## src/rtl/node_prog_loader.sv

```systemverilog
// Converts a beat-serial stream of node records into PARENTS/CONFIG load packets.
// Optional saturating packet/node counters are enabled with `define PROG_LOADER_STATS_EN.
module node_prog_loader #(
  parameter int MESH_DIMENSION     = 4,
  parameter int NODES_PER_BANK     = 4,
  parameter int MAX_EDGES_PER_LOAD = 4,
  parameter int MAX_EDGES_IOO      = 8,
  parameter int NODE_ID_W          = 8,
  parameter int CHILD_W            = 8,
  localparam int NP_W = $clog2(MAX_EDGES_IOO + 1),
  localparam int XY_W = $clog2(MESH_DIMENSION),
  localparam int Z_W  = $clog2(NODES_PER_BANK),
  localparam int NE_W = $clog2(MAX_EDGES_PER_LOAD + 1),
  localparam int ED_W = MAX_EDGES_PER_LOAD * NODE_ID_W
) (
  input  logic                 clk,
  input  logic                 rst,
  input  logic                 in_valid,
  output logic                 in_ready,
  input  logic                 in_hdr,
  input  logic                 in_last,
  input  logic [NODE_ID_W-1:0] in_node_id,
  input  logic [NP_W-1:0]      in_num_parents,
  input  logic [CHILD_W-1:0]   in_num_children,
  input  logic                 in_is_you,
  output logic                 out_valid,
  input  logic                 out_ready,
  output logic                 out_is_config,
  output logic [XY_W-1:0]      out_x,
  output logic [XY_W-1:0]      out_y,
  output logic [Z_W-1:0]       out_z,
  output logic [NE_W-1:0]      out_num_edges,
  output logic [ED_W-1:0]      out_edges,
  output logic                 out_is_you,
  output logic [CHILD_W-1:0]   out_num_children,
  output logic                 load_done,
  output logic                 err,
`ifdef PROG_LOADER_STATS_EN
  output logic [15:0]          pkt_count,
  output logic [NODE_ID_W:0]   node_count,
`endif
  output logic [2:0]           dbg_state
);

  // valid/ready: a beat or packet transfers on a rising edge where valid && ready;
  // out_valid holds with stable payload until that transfer.
  typedef enum logic [2:0] {
    ST_IDLE     = 3'd0,
    ST_PARENTS  = 3'd1,
    ST_SEND_PAR = 3'd2,
    ST_SEND_CFG = 3'd3,
    ST_DROP     = 3'd4
  } state_t;

  state_t               r_state;
  logic [XY_W-1:0]      r_x;
  logic [XY_W-1:0]      r_y;
  logic [Z_W-1:0]       r_z;
  logic                 r_is_you;
  logic                 r_last;
  logic [CHILD_W-1:0]   r_children;
  logic [NP_W-1:0]      r_rem;
  logic [NE_W-1:0]      r_cnt;
  logic [ED_W-1:0]      r_slots;

  logic                 w_in_fire;
  logic                 w_out_fire;
  logic                 w_id_ok;
  logic [XY_W-1:0]      w_x;
  logic [XY_W-1:0]      w_y;
  logic [Z_W-1:0]       w_z;
  logic [NE_W-1:0]      w_cnt_inc;
  logic [NP_W-1:0]      w_rem_dec;
  logic                 w_launch;
  logic [ED_W-1:0]      w_slots;

  assign dbg_state  = r_state;
  assign in_ready   = rst && (r_state == ST_IDLE || r_state == ST_PARENTS || r_state == ST_DROP);
  assign w_in_fire  = in_valid && in_ready;
  assign w_out_fire = out_valid && out_ready;

  // Node id is {x, y, z}; anything above those bits is outside the mesh.
  assign w_z       = in_node_id[Z_W-1:0];
  assign w_y       = in_node_id[Z_W +: XY_W];
  assign w_x       = XY_W'(in_node_id >> (Z_W + XY_W));
  assign w_id_ok   = (in_node_id >> (2 * XY_W + Z_W)) == '0;
  assign w_cnt_inc = r_cnt + 1'b1;
  assign w_rem_dec = r_rem - 1'b1;
  assign w_launch  = (w_cnt_inc == NE_W'(MAX_EDGES_PER_LOAD)) || (w_rem_dec == '0);

  always_comb begin
    w_slots = r_slots;
    for (int i = 0; i < MAX_EDGES_PER_LOAD; i++) begin
      if (r_cnt == NE_W'(i)) w_slots[i*NODE_ID_W +: NODE_ID_W] = in_node_id;
    end
  end

  always_ff @(posedge clk or negedge rst) begin
    if (!rst) begin
      r_state          <= ST_IDLE;
      r_x              <= '0;
      r_y              <= '0;
      r_z              <= '0;
      r_is_you         <= 1'b0;
      r_last           <= 1'b0;
      r_children       <= '0;
      r_rem            <= '0;
      r_cnt            <= '0;
      r_slots          <= '0;
      out_valid        <= 1'b0;
      out_is_config    <= 1'b0;
      out_x            <= '0;
      out_y            <= '0;
      out_z            <= '0;
      out_num_edges    <= '0;
      out_edges        <= '0;
      out_is_you       <= 1'b0;
      out_num_children <= '0;
      load_done        <= 1'b0;
      err              <= 1'b0;
    end else begin
      case (r_state)
        ST_IDLE: begin
          if (w_in_fire) begin
            if (!in_hdr) begin
              err <= 1'b1;
            end else if (!w_id_ok) begin
              err   <= 1'b1;
              r_rem <= in_num_parents;
              if (in_num_parents != '0) r_state <= ST_DROP;
            end else begin
              r_x        <= w_x;
              r_y        <= w_y;
              r_z        <= w_z;
              r_is_you   <= in_is_you;
              r_last     <= in_last;
              r_children <= in_num_children;
              r_rem      <= in_num_parents;
              r_cnt      <= '0;
              r_slots    <= '0;
              if (in_num_parents != '0) begin
                r_state <= ST_PARENTS;
              end else begin
                r_state          <= ST_SEND_CFG;
                out_valid        <= 1'b1;
                out_is_config    <= 1'b1;
                out_x            <= w_x;
                out_y            <= w_y;
                out_z            <= w_z;
                out_num_edges    <= '0;
                out_edges        <= '0;
                out_is_you       <= in_is_you;
                out_num_children <= in_num_children;
              end
            end
          end
        end
        ST_PARENTS: begin
          if (w_in_fire) begin
            if (in_hdr) begin
              err <= 1'b1;
            end else begin
              r_slots <= w_slots;
              r_cnt   <= w_cnt_inc;
              r_rem   <= w_rem_dec;
              if (w_launch) begin
                r_state          <= ST_SEND_PAR;
                out_valid        <= 1'b1;
                out_is_config    <= 1'b0;
                out_x            <= r_x;
                out_y            <= r_y;
                out_z            <= r_z;
                out_num_edges    <= w_cnt_inc;
                out_edges        <= w_slots;
                out_is_you       <= 1'b0;
                out_num_children <= '0;
              end
            end
          end
        end
        ST_SEND_PAR: begin
          if (w_out_fire) begin
            r_cnt   <= '0;
            r_slots <= '0;
            if (r_rem != '0) begin
              r_state   <= ST_PARENTS;
              out_valid <= 1'b0;
            end else begin
              // Straight into CONFIG: out_valid stays high with the new payload.
              r_state          <= ST_SEND_CFG;
              out_is_config    <= 1'b1;
              out_num_edges    <= '0;
              out_edges        <= '0;
              out_is_you       <= r_is_you;
              out_num_children <= r_children;
            end
          end
        end
        ST_SEND_CFG: begin
          if (w_out_fire) begin
            out_valid <= 1'b0;
            r_state   <= ST_IDLE;
            if (r_last) load_done <= 1'b1;
          end
        end
        ST_DROP: begin
          if (w_in_fire) begin
            if (in_hdr) begin
              err <= 1'b1;
            end else begin
              r_rem <= w_rem_dec;
              if (w_rem_dec == '0) r_state <= ST_IDLE;
            end
          end
        end
        default: r_state <= ST_IDLE;
      endcase
    end
  end

`ifdef PROG_LOADER_STATS_EN
  always_ff @(posedge clk or negedge rst) begin
    if (!rst) begin
      pkt_count  <= '0;
      node_count <= '0;
    end else begin
      if (w_out_fire && pkt_count != '1) pkt_count <= pkt_count + 1'b1;
      if (w_out_fire && out_is_config && node_count != '1) node_count <= node_count + 1'b1;
    end
  end
`endif

endmodule

```

## config.mk

```make
export PLATFORM = sky130hd
export DESIGN_NAME = node_prog_loader
export DESIGN_NICKNAME = d
export VERILOG_FILES = /design/src/rtl/node_prog_loader.sv
export SDC_FILE = /design/constraint.sdc
export NUM_CORES = 1
export LEC_CHECK = 0
export BUFFER_PORTS_ARGS = -buffer_cell sky130_fd_sc_hd__buf_2
export CAP_MARGIN = 20
export CORE_MARGIN = 2
export CORE_UTILIZATION = 52
export CTS_CLUSTER_SIZE = 25
export DETAILED_ROUTE_END_ITERATION = 8
export PLACE_DENSITY = 0.77
export SLEW_MARGIN = 0
export SYNTH_ARGS = -nofsm -noshare
export SYNTH_HDL_FRONTEND = slang
export SYNTH_SLANG_ARGS = --single-unit
```

## constraint.sdc

```tcl
create_clock -name clk -period 2.09 [get_ports clk]
set_input_delay 0 -clock clk [delete_from_list [all_inputs] [get_ports clk]]
set_output_delay 0 -clock clk [all_outputs]
set_load 0.01 [all_outputs]
```

; After elaboration in Yosys (flattened, before gate mapping)
; Cells that the tools add are included.
; Widths: inputs -> output; s select.
[op_classes]
multipliers = 0
div_mod_pow = 0
addsub = 2
n_eq_ne = 27
bitwise_logic = 0
shift = 0
reduce_logical = 26
muxes = 121
magnitude_cmp = 0
[op_table]
columns = op, count
row1 = $mux 32, 15
row2 = $pmux 32 s3, 2
row3 = $mux 8, 13
row4 = $mux 3, 26
row5 = $mux 2, 23
row6 = $ne 2x2->1 const B, 14
row7 = $mux 1, 26
row8 = $pmux 8 s3, 1
row9 = $reduce_and 11->1, 2
row10 = $pmux 3 s3, 2
row11 = $mux 4, 4
row12 = $pmux 3 s5, 1
row13 = $eq 3x2->1 const B, 4
row14 = $pmux 2 s2, 3
row15 = $reduce_bool 4->1, 3
row16 = $reduce_and 10->1, 1
row17 = $reduce_and 5->1, 2
row18 = $logic_not 8->1, 1
row19 = $pmux 4 s2, 1
row20 = $reduce_and 8->1, 1
row21 = $reduce_and 7->1, 1
row22 = $eq 3x1->1 const B, 2
row23 = $eq 3x3->1 const B, 2
row24 = $logic_not 3->1, 2
row25 = 16 further kinds, 24
[totals]
latchBits = 0
regBits = 112
mem_bits_rw = 0
input_bits = 27
mem_count = 0
output_inout_bits = 58
elab_cells = 197
romBits = 0

; Logic depth before layout (Yosys ltp)
; Gate-level depths: netlist of run 1.
[logic_depth]
word_depth = 7
mapped_depth = 9
depth_no_buf = 7

; Worst setup path after synthesis of run 1
; OpenSTA, ideal clock, no wires.
[synth_timing]
path_kind = reg2reg
startpoint = register r_rem[0]
endpoint = register out_edges[10]
arrival_ns = 2.125
required_ns = 1.965
slack_ns = -0.160
synth_period_minus_slack_ns = 2.250
stages_incl_launch_ff = 10
n_path_buf = 2
setup_time_ns = 0.125
cell_sequence = dfrtp_1 > inv_1 > ha_1 > nand3b_1 > nor2_4 > a2111oi_4 > nand4bb_1 > buf_6 > buf_12 > mux2_4
[synth_via]
elab_chain_len = 5
elab_cells_between_ends = 7
cone_classes = 1 x add/sub / 2 x eq/ne / 4 x reduce/logical
[synth_lines]
columns = element, line_no
row1 = from (decl), 62  ; logic [NP_W-1:0] r_rem;
row2 = from (signal assigned), 129  ; r_rem <= in_num_parents;
row3 = from (signal assigned), 138  ; r_rem <= in_num_parents;
row4 = from (signal assigned), 165  ; r_rem <= w_rem_dec;
row5 = $sub 4x1->4, 88  ; assign w_rem_dec = r_rem - 1'b1;
row6 = $logic_not 4->1, 89  ; assign w_launch = (w_cnt_inc == NE_W'(MAX_EDGES_PER_LOAD)) || (w_rem_dec == '0);
row7 = $logic_or 1x1->1, 89
row8 = $ne 2x2->1 (no line), --
row9 = $reduce_and 10->1 (no line) (*), --
row10 = to (signal assigned), 174  ; out_edges <= w_slots;
row11 = to (decl), 33  ; output logic [ED_W-1:0] out_edges,
; Mark *: on every way between the ends. The rest lies on a longest branch, timed or not.
; A chain may end at the register's enable or synchronous reset.

; Worst setup path after layout of run 1
[layout_timing]
startpoint = register r_rem[1]
endpoint = register out_edges[9]
; Same word-level chain as after synthesis.

==> reports/metrics.yaml, run 1 <==
status: "finished, violations left"
violations: "negative setup slack"
critical_path_class: "reg -> reg"
synthArstFlopShare_pct: 100
place_area_mm2: 0.00635
layout_min_cycle_time_ns: 2.20
dr.pass1.iters: 4
synthAdderAreaFrac_pct: 1.77
syn_inst: 430
arrival_ns: 2.47
setup_viol: 52
tightest_slew_ns: 0.653
drc: 0
end_kind: "register"
numCtsBuffers: 9
port_buffers: 84
slew_viol_final: 0
synthSimpleGateAreaFrac_pct: 8.71
synth_xor_area_share_pct: 0.465
setup_ws_ns: -0.106
multi_input_area_mm2: 0.00268
avgSynthCellArea_um2: 13.1
ys_seq_elements: 112
routed_wl_mm: 12.3
grt_pass1_vias: 3977
clk_pin_slew_ns: 0.12
clk_path_buf_depth: 2
grt_usage_pct: 22.2
period_share_pct: 105
synth_compound_area_share_pct: 6.03
ys_types: 54
layout.area.seq_mm2: 0.00280
rsz0062_at_grt: "yes"
synth_area_leader_cell: "dfrtp_1"
cts_tree: "built"
yosys-top-cells-area: "dfrtp_1, mux2_2, mux2_4"
die_area_mm2: 0.0117
final_nets: 597
antenna_found_initial: 0
wire_per_inst_um: 17.4
insertion_delay_ns: 0.39
hold_viol: 0
synthFlopType: "dfrtp_1"
power.leakage_nw: 3.67
die_w_um: 108
ys_seq_area_share_pct: 49.6
io_pins: 85
diodes: 0
viasPerCell: 5.44
syn2layout_area_growth_pct: 22.4
grt-ovfl-total: 0
htree_num_levels: 3
synth_fp_nets: 465
fmax_mhz: 455
drive_gt1_share_pct: 47.4
maxCapViolations: 0
grt_max_degree: 110
cp_max_fo: 11
clock_sinks: 112
peakVddDrop_v: 0.000676
dp.cells: 664
fp.coreArea_mm2: 0.0107
vias: 3843
hp-class: "in -> reg"
synth_top_family_by_area: "multiplexers"
drtIter0Drc: 140
grt_pass1_wl_mm: 20.0
required_ns: 2.36
die_h_um: 108
rows: 38
fin_cells: 707
root_buffer: "clkbuf_8"
synth_top_area_share_pct: 49.6
n_fill_cell: 831
fin_skew_ns: 0.0204
initial_core_util_pct: 52.8
dp_hpwl_mm: 8.26
syn-cell-area_mm2: 0.00565
synth_mux_area_share_pct: 29.0
critPathLaunchType: "register"
ant_nets: 0
max_slew_margin_pct: 56.5
final_area_mm2: 0.00691
synth_enable_flop_cells: 0
powerDensity_mw_per_mm2: 1200
gp_congestion: 0.842
ys_warn_count: 0
## kinds of logic after synthesis
logic type / after synthesis
AOI/OAI and AO/OA: 46
xor gates and xnor gates: 3
buffers and inverters: 30
and+or+nand+nor: 98
adders and majority gates: 8
DFF: 112
muxes: 133
## worst max-delay path, cell delays in order (launching register included)
cell	delay (ns)
dfrtp_1	0.42
inv_2	0.11
ha_4	0.15
or2_1	0.11
o21ai_2	0.07
a2111oi_4	0.39
nand4bb_4	0.31
buf_12	0.19
mux2_4	0.32
## cell type report
| type | instances | area share [%] |
|---|---|---|
| clock inverters | 7 | 1.20 |
| flip-flops and latches | 112 | 40.6 |
| clock buffers | 9 | 1.79 |
| well taps | 140 | 2.53 |
| multi-input cells | 288 | 38.8 |
| inverters | 7 | 0.380 |
| repair buffers | 144 | 14.7 |
## timing repair
action,4_1_cts,5_1_grt
buffers inserted,2,4
hold buffers,21,0
hold endpoints to repair,139,0
setup endpoints to repair,52,76
pin swaps,4,5
gates cloned,1,1
resized for setup,11,8
## report_power, final
| part | switching (W) | internal [W] | total [W] |
|---|---|---|---|
| registers | 0.000351 | 0.00271 | 0.00306 |
| logic | 0.00185 | 0.00204 | 0.00389 |
| clock network | 0.000848 | 0.000490 | 0.00134 |
| total | 0.00305 | 0.00524 | 0.00829 |
## sequential cells by signal, summed over array words and instances (netlist names), 3 cells and up
signal	count
out_num_edges	3
r_slots	32
dbg_state	3
out_num_children	8
out_edges	32
r_rem	4
r_cnt	3
r_children	8
## final timing paths
check / startpoint / end / slack (ns) / cells after the start
worst max register to register: r_rem[1]$_DFFE_PN0P_ / out_edges[9]$_DFFE_PN0P_ / -0.11 / 8
max in group asynchronous: rst / r_rem[3]$_DFFE_PN0P_ / 1.31 / 3
worst min register to register: err$_DFFE_PN0P_ / err$_DFFE_PN0P_ / 0.47 / 1
worst max-delay path: r_rem[1]$_DFFE_PN0P_ / out_edges[9]$_DFFE_PN0P_ / -0.11 / 8
worst min-delay path: in_num_parents[3] / r_rem[3]$_DFFE_PN0P_ / 0.05 / 4
min in group asynchronous: rst / out_edges[0]$_DFFE_PN0P_ / 0.25 / 3
## per-layer routing
layer	track usage, %	wire [um]
met1	28.7	5280
met4	5.77	152
met2	37.4	6150
met5	0	0
met3	5.61	733
## cells in the mapped netlist (4+ instances only)
cell,number
buf_6,4
mux2_2,63
a211oi_1,4
nand3_1,5
mux2_4,45
ha_1,8
inv_1,7
buf_12,4
a22o_1,11
a21oi_1,13
nor2_1,39
dfrtp_1,112
nand2_1,27
buf_4,7
mux2i_1,24
## cell usage in the layout, fill, tap and decap left out, types with 3 or more instances in the layout
master and instances:
buf_4 32, mux2i_1 24, mux2_2 57, a31oi_1 3, a22o_1 11, ha_1 4, nand2_1 27, a211oi_1 3
dlygate4sd3_1 21, xor2_1 3, a21oi_1 13, clkbuf_8 9, nand3_1 5, mux2_4 51, nor2b_1 3, buf_2 83
inv_1 5, nor2_1 39, dfrtp_1 112, ha_2 3, buf_12 5, inv_8 3
## metrics by stage
| stage | total power [W] | TNS (ns) | hold slack [ns] | worst slack (ns) | utilization (%) |
|---|---|---|---|---|---|
| after floorplan | 0.00564 | -4.29 | -0.296 | -0.110 | - |
| after global placement | 0.00656 | -1.75 | -0.165 | -0.0798 | 59.4 |
| after detailed placement | 0.00671 | -5.66 | -0.165 | -0.161 | 59.4 |
| after CTS | 0.00822 | -4.88 | 0.0287 | -0.144 | 64.1 |
| after global routing | 0.00880 | -7.42 | 0.0575 | -0.170 | 64.6 |
| final | 0.00829 | -3.71 | 0.0492 | -0.106 | 64.6 |
(Power assumes the default switching activity.)
==> run 2: changes to the inputs <==
==> constraint.sdc (replaced) <==
create_clock -name clk -period 2.09 [get_ports clk]
set_input_delay 0 -clock clk [delete_from_list [all_inputs] [get_ports clk]]
set_output_delay 0 -clock clk [all_outputs]
set_load 0.1 [all_outputs]
==> run 2 against run 1 <==
  * The run still ends with negative setup slack left
  * Critical path depth unchanged
  * Routed wire length increased by 7.0%
  * Clock skew decreased by 0.0060 ns
  * Register-to-register slack got worse by 0.08 ns
  * Hold slack got worse by 0.030 ns
  * Flip-flop and latch count unchanged
  * Utilization increased by 1.1 points
  * Global-route usage increased by 0.81 points
  * Cell count increased by 1.1%
  * Die area unchanged
  * Maximum frequency decreased by 3.6%
  * Largest cell class unchanged
==> reports/metrics.yaml, run 2 (synthesis results as in run 1) <==
status: "finished, violations left"
violations: "negative setup slack"
n_fill_cell: 807
crit_family: "buffers and inverters"
powerDensity_mw_per_mm2: 1520
fmax_mhz: 439
crit_chain: "buf_6, ha_4, and2b_2, a2111oi_4, nand4bb_4, buf_12, buf_12, mux2_4"
place_area_mm2: 0.00638
wire_per_inst_um: 18.4
top_regs: "out_edges x32, r_slots x32"
htree_num_levels: 3
power.leakage_nw: 3.73
max_stage_delay_ns: 0.42
slew_viol_final: 0
most-common-layout-cells: "dfrtp_1, buf_2, mux2_2"
min_from: "in_node_id[4]"
clk_path_buf_depth: 2
diodes: 0
arrival_ns: 2.54
end_kind: "register"
required_ns: 2.35
final_area_mm2: 0.00703
clockPowerShare_pct: 12.6
cp_max_fo: 8
r2r-start: "r_rem[0]$_DFFE_PN0P_"
die_w_um: 108
rsz0062_at_grt: "yes"
numCtsBuffers: 9
layout_min_cycle_time_ns: 2.28
syn2layout_area_growth_pct: 24.5
hp-class: "in -> reg"
drtIter0Drc: 219
die_area_mm2: 0.0117
p_sw_w: 0.00516
fin_setup_tns_ns: -8.11
setup_ws_ns: -0.187
die_h_um: 108
root_buffer: "clkbuf_8"
cp-startpoint: "r_rem[0]$_DFFE_PN0P_"
routed_wl_mm: 13.2
fp.coreArea_mm2: 0.0107
clk_pin_slew_ns: 0.10
tightest_slew_ns: 0.503
critPathBufInv: 3
io_pins: 85
grt_max_degree: 84
viasPerCell: 5.47
seqPwrFrac_pct: 29.1
pwr-share-comb_pct: 58.3
internal_power_w: 0.00554
maxCapViolations: 0
critical_path_class: "reg -> reg"
peakVddDrop_v: 0.00123
grt_usage_pct: 23.0
setup_viol: 53
gp_congestion: 0.874
initial_core_util_pct: 52.8
hold_viol: 0
fin_skew_ns: 0.0143
insertion_delay_ns: 0.38
period_share_pct: 109
grt-ovfl-total: 0
cts_tree: "built"
fin_cells: 715
ant_nets: 0
clock_sinks: 112
switching_share_pct: 48.2
final_nets: 605
multi_input_area_mm2: 0.00269
critPathLaunchType: "register"
vias: 3909
rows: 38
slowest_stage: "a2111oi_4"
grt_pass1_wl_mm: 20.6
place_ws_ns: -0.252
port_buffers: 84
dp_hpwl_mm: 8.45
drc: 0
antenna_found_initial: 0
dr.pass1.iters: 4
layout.area.seq_mm2: 0.00282
max_slew_margin_pct: 66.5
grt_pass1_vias: 4081
cp_common_cell: "buf_12"
final_common_cell: "dfrtp_1"
hold_ws_ns: 0.0191
dp.cells: 669
drive_gt1_share_pct: 49.4
[run 2: cell types whose count changed in the layout (fill, tap and decap cells not counted), moves of 2 or more]
cell / change
buf_4: +8
buf_8: +2
clkinv_4: +2
dfrtp_1: -4
dfrtp_4: +3
dlygate4sd3_1: -5
ha_1: +2
ha_2: -3
inv_8: -2
[run 2: final timing paths]
kind,endpoint,slack [ns],cells after the start
worst max-delay path,out_num_edges[2]$_DFFE_PN0P_,-0.19,8
worst min-delay path,r_x[0]$_DFFE_PN0P_,0.02,2
worst max register to register,out_num_edges[2]$_DFFE_PN0P_,-0.19,8
worst min register to register,err$_DFFE_PN0P_,0.47,1
max in group asynchronous,r_rem[3]$_DFFE_PN0P_,1.15,3
min in group asynchronous,dbg_state[1]$_DFFE_PN0P_,0.24,3
[run 2: layout make-up]
cell class	instances	share of cell area, %
repair buffers	152	15.9
multi-input cells	288	38.3
well taps	140	2.49
inverters	7	0.374
clock inverters	7	1.14
flip-flops and latches	112	40.1
clock buffers	9	1.76
[run 2: what timing repair did]
action / 4_1_cts / 5_1_grt
hold buffers: 16 / 0
pin swaps: 7 / 0
resized for setup: 27 / 1
endpoints found under the hold margin: 50 / 0
setup buffers: 8 / 3
gates cloned: 1 / 1
setup endpoints to repair: 53 / 89
[run 2: through the flow]
| step | utilization (%) | power (W) |
|---|---|---|
| 2_1_floorplan | - | 0.00772 |
| 3_3_place_gp | 59.6 | 0.00870 |
| 4_1_cts | 65.0 | 0.0105 |
| 3_5_place_dp | 59.6 | 0.00885 |
| 5_1_grt | 65.7 | 0.0112 |
| 6_report | 65.7 | 0.0107 |
[run 2: layer usage]
| metal | routed length [um] | vias to the layer above | GRT usage (%) |
|---|---|---|---|
| li1 | - | 1811 | - |
| met1 | 5800 | 1977 | 29.9 |
| met2 | 6560 | 100 | 38.5 |
| met3 | 585 | 21 | 4.88 |
| met4 | 234 | 0 | 7.60 |
| met5 | 0 | - | 0 |
[run 2: power by group through the flow]
stage	logic (W)	registers [W]	clock network, W
global placement	0.00560	0.00310	0
detailed placement	0.00572	0.00313	0
CTS	0.00608	0.00311	0.00137
global route	0.00654	0.00318	0.00145
floorplan	0.00255	0.00518	0
finish	0.00624	0.00312	0.00134
==> run 3: changes to the inputs <==
--- a/config.mk
+++ b/config.mk
@@ -7,11 +7,11 @@
 export LEC_CHECK = 0
 export BUFFER_PORTS_ARGS = -buffer_cell sky130_fd_sc_hd__buf_2
 export CAP_MARGIN = 20
+export CORE_ASPECT_RATIO = 1.1
 export CORE_MARGIN = 2
-export CORE_UTILIZATION = 52
+export CORE_UTILIZATION = 30
 export CTS_CLUSTER_SIZE = 25
 export DETAILED_ROUTE_END_ITERATION = 8
-export PLACE_DENSITY = 0.77
 export SLEW_MARGIN = 0
 export SYNTH_ARGS = -nofsm -noshare
 export SYNTH_HDL_FRONTEND = slang
==> run 3 against run 2 <==
  * The run still ends with negative setup slack left
  * Count of clock-buffer cells in the layout is 1 higher
  * Via count is 2.0% lower
  * Die area is 70% higher
  * Clock power is 36% higher
  * Non-clock buffer count is 9 lower
  * Setup slack better by 0.059 ns
  * Design area is 1.4% higher
==> reports/metrics.yaml, run 3 (synthesis results as in run 1) <==
die_h_um: 148
status: "finished, violations left"
hold_viol: 0
dr_wl_met2_mm: 6.69
period_share_pct: 106
place_area_mm2: 0.00650
final_common_cell: "dfrtp_1"
cts_tree: "built"
fin_setup_tns_ns: -5.43
final_nets: 596
power.leakage_nw: 3.71
wire_per_inst_um: 16.8
end_kind: "register"
root_buffer: "clkbuf_16"
critical_path_class: "reg -> reg"
final_area_mm2: 0.00713
r2r_cells: 8
setup_viol: 50
grt_pass1_wl_mm: 22.0
slew_viol_final: 0
setup_ws_ns: -0.129
most-common-layout-cells: "dfrtp_1, buf_2, mux2_2"
fmax_mhz: 451
cp_max_fo: 7
gp_congestion: 0.906
diodes: 0
port_buffers: 84
fp.coreArea_mm2: 0.0184
fin_skew_ns: 0.0116
die_w_um: 135
top_regs: "out_edges x32, r_slots x32"
routed_wl_mm: 13.6
maxCapViolations: 0
dp_hpwl_mm: 9.29
powerDensity_mw_per_mm2: 1540
dr.pass1.iters: 5
required_ns: 2.33
syn2layout_area_growth_pct: 26.2
critPathLaunchType: "register"
wl_met3_um: 698
ant_nets: 0
initial_core_util_pct: 30.7
rows: 52
r2r_slack_ns: -0.13
r2r-start: "r_rem[1]$_DFFE_PN0P_"
wl_met1_mm: 6.03
top_layer: "met4"
arrival_ns: 2.46
peakVddDrop_v: 0.00135
violations: "negative setup slack"
n_fill_cell: 1777
grt_pass1_vias: 4022
clk_path_buf_depth: 2
htree_num_levels: 3
io_pins: 85
drc: 0
clock_sinks: 112
viasPerCell: 4.73
grt_max_degree: 110
grt_usage_pct: 14.1
r2r_end: "out_is_config$_DFFE_PN0P_"
numCtsBuffers: 9
layout_min_cycle_time_ns: 2.22
tightest_slew_ns: 0.602
insertion_delay_ns: 0.36
drive_gt1_share_pct: 49.3
grt-ovfl-total: 0
p_total_w: 0.0110
hp-class: "in -> async"
drtIter0Drc: 150
die_area_mm2: 0.0199
rsz0062_at_grt: "yes"
clk_pin_slew_ns: 0.07
vias: 3830
antenna_found_initial: 0
max_slew_margin_pct: 59.9
[run 3: routing by layer]
layer	track usage [%]	up-vias
met5	0	-
met4	4.26	0
met3	4.08	16
met2	22.9	88
met1	18.1	1942
li1	-	1784
[run 3: area by class of cell]
type	count	area [um^2]	share of cell area, %
multi-input combinational	288	2700	37.9
sequential	112	2820	39.5
tap	243	304	4.27
clock buffer	10	239	3.35
clock inverter	6	73.8	1.04
inverter	7	26.3	0.369
timing repair buffer	143	971	13.6
[run 3: worst max path at each step]
stage | to | slack, ns | from | cells after the start
global placement | out_x[1]$_DFFE_PN0P_ | -0.13 | r_rem[0]$_DFFE_PN0P_ | 8
CTS | out_edges[0]$_DFFE_PN0P_ | -0.21 | r_rem[0]$_DFFE_PN0P_ | 8
global route | out_is_you$_DFFE_PN0P_ | -0.23 | r_rem[1]$_DFFE_PN0P_ | 8
floorplan | out_edges[10]$_DFFE_PN0P_ | -0.22 | dbg_state[1]$_DFFE_PN0P_ | 8
finish | out_is_config$_DFFE_PN0P_ | -0.13 | r_rem[1]$_DFFE_PN0P_ | 8
detailed placement | out_y[0]$_DFFE_PN0P_ | -0.25 | r_rem[1]$_DFFE_PN0P_ | 8
[run 3: report_power, final]
part / switching [W] / internal (W)
Clock: 0.000842 / 0.000983
Combinational: 0.00396 / 0.00207
Sequential: 0.000383 / 0.00273
[run 3: critical path: stages, from the launching register on]
cell	delay, ns
dfrtp_1	0.40
inv_2	0.12
ha_4	0.16
or2_1	0.12
o21ai_2	0.09
a2111oi_4	0.39
nand4bb_4	0.32
buf_4	0.19
mux2_2	0.33
[run 3: stage by stage]
stage | hold slack, ns | setup WS [ns] | util, % | cells
CTS | 0.00801 | -0.208 | 38.8 | 809
global route | 0.00480 | -0.229 | 38.7 | 809
finish | 0.0170 | -0.129 | 38.7 | 809
detailed placement | -0.162 | -0.254 | 35.3 | 768
global placement | -0.160 | -0.127 | 35.3 | 768
floorplan | -0.296 | -0.220 | - | 430
[run 3: what timing repair did]
action,in CTS,in global routing
hold endpoints to repair,128,0
buffers inserted,11,4
endpoints found under the setup margin,53,87
pin swaps,7,8
cloned,2,1
gates resized for setup,18,8
hold buffers,13,0
